--- src/rtl/fdct_8x8_engine.sv ---
`default_nettype none
// ============================================================================
// fdct_8x8_engine : forward 8x8 2-D DCT (S = C*P*C^T), one shared MAC,
//                   row pass then column pass, 4096-scaled cosine table.
// Revision 1.0
// ============================================================================
module fdct_8x8_engine (
  input  logic        clk,
  input  logic        rst_n,
  input  logic        in_valid_i,
  input  logic [7:0]  in_data_i,
  output logic        in_ready_o,
  output logic        out_valid_o,
  output logic [15:0] out_data_o,
  input  logic        out_ready_i,
  output logic        busy_o
);

  localparam logic [1:0] S_LOAD  = 2'd0;
  localparam logic [1:0] S_PASS1 = 2'd1;
  localparam logic [1:0] S_PASS2 = 2'd2;
  localparam logic [1:0] S_OUT   = 2'd3;

  logic [1:0]         state_q, state_d;
  logic [5:0]         idx_q, idx_d;
  logic [8:0]         cnt_q, cnt_d;
  logic signed [47:0] acc_q, acc_d;

  logic signed [8:0]  p_mem [64];
  logic signed [31:0] t_mem [64];
  logic signed [11:0] s_mem [64];

  // Angle index (2j+1)k mod 32 folded onto the first quadrant of cos().
  function automatic logic signed [12:0] coef(input logic [2:0] k, input logic [2:0] j);
    logic [4:0]         m;
    logic               neg;
    logic signed [12:0] mag;
    m   = {2'd0, k} * {1'b0, j, 1'b1};
    neg = 1'b0;
    if (m > 5'd16) m = 5'd0 - m;
    if (m > 5'd8) begin
      neg = 1'b1;
      m   = 5'd16 - m;
    end
    case (m)
      5'd1:    mag = 13'sd2008;
      5'd2:    mag = 13'sd1892;
      5'd3:    mag = 13'sd1702;
      5'd4:    mag = 13'sd1448;
      5'd5:    mag = 13'sd1137;
      5'd6:    mag = 13'sd783;
      5'd7:    mag = 13'sd399;
      default: mag = 13'sd0;
    endcase
    if (k == 3'd0) begin
      mag = 13'sd1448;
      neg = 1'b0;
    end
    return neg ? -mag : mag;
  endfunction

  logic               w_pass2;
  logic               w_in_fire;
  logic [2:0]         w_ck;
  logic signed [12:0] w_coef;
  logic signed [8:0]  w_pv;
  logic signed [31:0] w_tv;
  logic signed [47:0] w_mul_a, w_mul_b, w_prod, w_acc_sum, w_sh2;
  logic signed [31:0] w_t_wr;
  logic signed [11:0] w_sat, w_sv;

  assign in_ready_o  = (state_q == S_LOAD);
  assign out_valid_o = (state_q == S_OUT);
  assign busy_o      = (state_q != S_LOAD);
  assign w_in_fire   = in_valid_i && in_ready_o;
  assign w_pass2     = (state_q == S_PASS2);

  // PASS1 counter = {r,k,j}; PASS2 counter = {u,v,r}; innermost term in [2:0].
  assign w_ck   = w_pass2 ? cnt_q[8:6] : cnt_q[5:3];
  assign w_coef = coef(w_ck, cnt_q[2:0]);
  assign w_pv   = p_mem[{cnt_q[8:6], cnt_q[2:0]}];
  assign w_tv   = t_mem[{cnt_q[2:0], cnt_q[5:3]}];

  assign w_mul_a   = w_pass2 ? {{16{w_tv[31]}}, w_tv} : {{39{w_pv[8]}}, w_pv};
  assign w_mul_b   = {{35{w_coef[12]}}, w_coef};
  assign w_prod    = w_mul_a * w_mul_b;
  assign w_acc_sum = ((cnt_q[2:0] == 3'd0) ? 48'sd0 : acc_q) + w_prod;
  assign w_t_wr    = 32'(w_acc_sum >>> 8);
  assign w_sh2     = w_acc_sum >>> 16;

  always_comb begin
    w_sat = w_sh2[11:0];
    if (w_sh2 > 48'sd2047)       w_sat = 12'sd2047;
    else if (w_sh2 < -48'sd2048) w_sat = -12'sd2048;
  end

  assign w_sv       = s_mem[idx_q];
  assign out_data_o = out_valid_o ? {{4{w_sv[11]}}, w_sv} : 16'd0;

  always_comb begin
    state_d = state_q;
    idx_d   = idx_q;
    cnt_d   = cnt_q;
    acc_d   = acc_q;
    case (state_q)
      S_LOAD: begin
        if (w_in_fire) begin
          idx_d = idx_q + 6'd1;
          if (idx_q == 6'd63) state_d = S_PASS1;
        end
      end
      S_PASS1, S_PASS2: begin
        acc_d = w_acc_sum;
        cnt_d = cnt_q + 9'd1;
        if (cnt_q == 9'd511) state_d = w_pass2 ? S_OUT : S_PASS2;
      end
      S_OUT: begin
        if (out_ready_i) begin
          idx_d = idx_q + 6'd1;
          if (idx_q == 6'd63) state_d = S_LOAD;
        end
      end
      default: state_d = S_LOAD;
    endcase
  end

  always_ff @(posedge clk or negedge rst_n) begin
    if (!rst_n) begin
      state_q <= S_LOAD;
      idx_q   <= 6'd0;
      cnt_q   <= 9'd0;
      acc_q   <= 48'sd0;
    end else begin
      state_q <= state_d;
      idx_q   <= idx_d;
      cnt_q   <= cnt_d;
      acc_q   <= acc_d;
    end
  end

  always_ff @(posedge clk) begin
    if (w_in_fire)
      p_mem[idx_q] <= $signed({1'b0, in_data_i}) - 9'sd128;
    if (state_q == S_PASS1 && cnt_q[2:0] == 3'd7)
      t_mem[{cnt_q[8:6], cnt_q[5:3]}] <= w_t_wr;
    if (w_pass2 && cnt_q[2:0] == 3'd7)
      s_mem[{cnt_q[8:6], cnt_q[5:3]}] <= w_sat;
  end

endmodule
`default_nettype wire

--- config.mk ---
export PLATFORM = sky130hd
export DESIGN_NAME = fdct_8x8_engine
export DESIGN_NICKNAME = d
export VERILOG_FILES = /design/src/rtl/fdct_8x8_engine.sv
export SDC_FILE = /design/constraint.sdc
export NUM_CORES = 2
export LEC_CHECK = 0
export ABC_AREA = 1
export CELL_PAD_IN_SITES_DETAIL_PLACEMENT = 1
export CELL_PAD_IN_SITES_GLOBAL_PLACEMENT = 1
export CORE_UTILIZATION = 50
export DETAILED_ROUTE_END_ITERATION = 7
export DONT_BUFFER_PORTS = 1
export HOLD_SLACK_MARGIN = 0.03
export PLACE_DENSITY = 0.77
export SLEW_MARGIN = 20
export SYNTH_ARGS = -nofsm -noshare
export SYNTH_HDL_FRONTEND = slang
export SYNTH_SLANG_ARGS = --single-unit
--- constraint.sdc ---
create_clock -name clk -period 40.6 [get_ports clk]
set_input_delay 10.15 -clock clk [delete_from_list [all_inputs] [get_ports clk]]
set_output_delay 10.15 -clock clk [all_outputs]
set_load 0.01 [all_outputs]
==> impl_metrics.env <==
export IMPL_holdBufCountCts=0
export IMPL_cts_tree="built"
export IMPL_synth_nets=10640
export IMPL_vias_per_cell=6.67
export IMPL_initial_utilization=0.503
export IMPL_fin_cells=14159
export IMPL_synthCells=10049
export IMPL_met2_length_um=236000
export IMPL_clock_skew_ns=0.0738
export IMPL_drtIter0Drc=12040
export IMPL_fin_setup_tns_ns=0
export IMPL_grt_pass1_wl_um=699000
export IMPL_slew_headroom=0.0532
export IMPL_finalCritPeriodShare=0.393
export IMPL_yosysSeqAreaShare=0.708
export IMPL_drt_pass1_iterations=6
export IMPL_hold_viol_final=0
export IMPL_grt_max_degree=127
export IMPL_worst_slew_pin_slew_ns=1.41
export IMPL_power_total_mw=6.92
export IMPL_critPathKind="flip-flop to flip-flop"
export IMPL_drcViolationCount=0
export IMPL_synthArstFlopShare=0.0192
export IMPL_post_drt_wl_per_cell_um=34.6
export IMPL_synth_cell_types=64
export IMPL_clock_latency_ns=0.92
export IMPL_hold_path_class="flip-flop to flip-flop"
export IMPL_wl_met3_um=48800
export IMPL_netlist_area_sq_um=144000
export IMPL_ant_nets=0
export IMPL_die_y_um=538
export IMPL_wirelength_um=489000
export IMPL_rows=196
export IMPL_cp_required_ns=41.03
export IMPL_cts_sinks=3393
export IMPL_cp_max_fo=65
export IMPL_synth_area_leader_cell="edfxtp_1"
export IMPL_setup_ws_ns=24.66
export IMPL_clockBufferDepth=4
export IMPL_syn_to_final_growth_pct=11.8
export IMPL_antenna_found_initial=26
export IMPL_finalMaxSlewViolations=0
export IMPL_post_dp_hpwl_um=287000
export IMPL_finalSetupViolations=0
export IMPL_cts_root_buf="clkbuf_16"
export IMPL_leakage_nw=54.5
export IMPL_status="finished, final reports clean"
export IMPL_yosysWarnings=0
export IMPL_layout_commonest_cell="edfxtp_1"
export IMPL_core_sq_um=285000
export IMPL_dpl_cell_count=13539
export IMPL_rsz0062_at_grt="false"
export IMPL_max_freq_mhz=62.7
export IMPL_cap_violations=0
export IMPL_numCtsBuffers=339
export IMPL_die_x_um=538
export IMPL_gp_congestion=0.884
export IMPL_finish_net_count=10710
export IMPL_crit_arrival_ns=16.37
export IMPL_drive_gt1_frac=0.101
export IMPL_num_io_pins=31
export IMPL_synth_top_area_share=0.696
export IMPL_grt_pass1_vias=99592
export IMPL_die_area_sq_um=289000
export IMPL_cts_repair_resized=0
export IMPL_port_buffers=0
export IMPL_grt_total_usage=0.337
export IMPL_holdWs_ns=0.503
export IMPL_crit_slowest_cell="clkinv_2"
export IMPL_crit_top_cell="nand2_1"
export IMPL_ys_flop_type="edfxtp_1"
export IMPL_vias=94443
export IMPL_clk_pin_slew_ns=0.06
export IMPL_overflow=0
export IMPL_powerDensity_nw_per_um2=43.2
export IMPL_preCtsSetupSlack_ns=24.41
export IMPL_final_cell_mix="3328 x edfxtp_1, 1540 x nand2_1, 701 x inv_1, 469 x nor2_1, 442 x fa_1"
export IMPL_end_kind="flip-flop"
export IMPL_wl_met1_um=175000
export IMPL_ir_drop_v=0.0000419
export IMPL_slowest_delay_ns=0.94
export IMPL_start_kind="flip-flop"
export IMPL_avgSynthCellArea_sq_um=14.3
export IMPL_post_cts_buffers=0
export IMPL_synth_area_top_cells="edfxtp_1 70%, fa_1 6.2%, nand2_1 4.1%"
export IMPL_ys_seq_elements=3393
export IMPL_top_layer="met5"
export IMPL_synth_edf_count=3328
export IMPL_period_minus_slack_ns=15.94
export IMPL_htree_levels=5
area by class of cell:
class,count,area (sq um)
inverters,737,2840
repair buffers,302,2360
multi-input cells,5346,38200
clock buffers,411,9020
flip-flops and latches,3393,102000
diodes,11,27.5
fillers,26794,125000
clock inverters,197,1800
well taps,3762,4710
registers in the layout, indices dropped and copies added, names as in the netlist:
signal	cells
state_q	2
p_mem	512
cnt_q	9
s_mem	768
idx_q	6
acc_q	48
t_mem	2048
routing by layer:
layer / up-vias / GRT usage
met3: 1446 / 0.0610
met4: 14 / 0.181
met2: 6278 / 0.559
met1: 49044 / 0.423
met5: - / 0
li1: 37661 / -
cell usage after synthesis (14+ instances only):
| cell | instances |
|---|---|
| nand3_1 | 284 |
| clkbuf_1 | 270 |
| fa_1 | 442 |
| a22o_1 | 261 |
| o2111ai_1 | 27 |
| or2_2 | 14 |
| a21oi_1 | 251 |
| dfrtp_1 | 65 |
| buf_2 | 160 |
| o22ai_1 | 134 |
| nand2_2 | 15 |
| o221ai_1 | 64 |
| edfxtp_1 | 3328 |
| nor4_1 | 20 |
| nor3_1 | 177 |
| buf_1 | 123 |
| a31oi_1 | 29 |
| nand2_1 | 1563 |
| o21ai_0 | 272 |
| xor2_1 | 41 |
| o41ai_1 | 14 |
| a32o_1 | 14 |
| a221oi_1 | 344 |
| a211oi_1 | 30 |
| o211ai_1 | 59 |
| nand4_1 | 262 |
| ha_1 | 137 |
| nor2_1 | 473 |
| inv_1 | 717 |
| a22oi_1 | 289 |
critical path: cells and delay by family (launching register included):
family | cells | cell delay (ns)
xor+xnor | 1 | 0.30
flops | 1 | 0.42
buf+inv | 12 | 2.49
fa+ha+maj | 10 | 4.59
compound gates | 1 | 0.26
simple gates | 38 | 7.28
path summary, 6_finish.rpt:
path | startpoint | to | slack [ns] | depth (start not counted)
worst max-delay path | state_q[0] | s_mem[3][4] | 24.66 | 62
worst min-delay path | acc_q[29] | acc_q[29] | 0.50 | 2
worst max register to register | state_q[0] | s_mem[3][4] | 24.66 | 62
worst min register to register | acc_q[29] | acc_q[29] | 0.50 | 2
max in group asynchronous | rst_n | acc_q[46] | 31.34 | 0
min in group asynchronous | rst_n | idx_q[0] | 8.95 | 0
power breakdown:
group	switching (mW)	leakage (nW)	total (mW)	internal, mW
Clock	1.36	5.27	3.13	1.77
Sequential	0	30.6	3.79	3.79
Combinational	0.000961	18.6	0.000992	0.0000125
Total	1.36	54.5	6.92	5.57
through the flow:
step / area, sq um / util
after CTS: 160000 / 0.562
after global placement: 149000 / 0.524
final: 160000 / 0.563
after floorplan: 144000 / -
after global routing: 160000 / 0.563
after detailed placement: 149000 / 0.524
cells by family (layout without fill, tap and decap cells):
kind of cell               after synthesis  after routing  synth area share
AOI/OAI and AO/OA                     1877           1877            0.0945
xor gates and xnor gates                53             53           0.00323
adders and majority gates              579            579            0.0736
buffers and inverters                 1310           1647            0.0365
DFF                                   3393           3393             0.708
other                                    0             11                 0
and+or+nand+nor                       2837           2837            0.0845
Power figures use the tool's default switching activity.
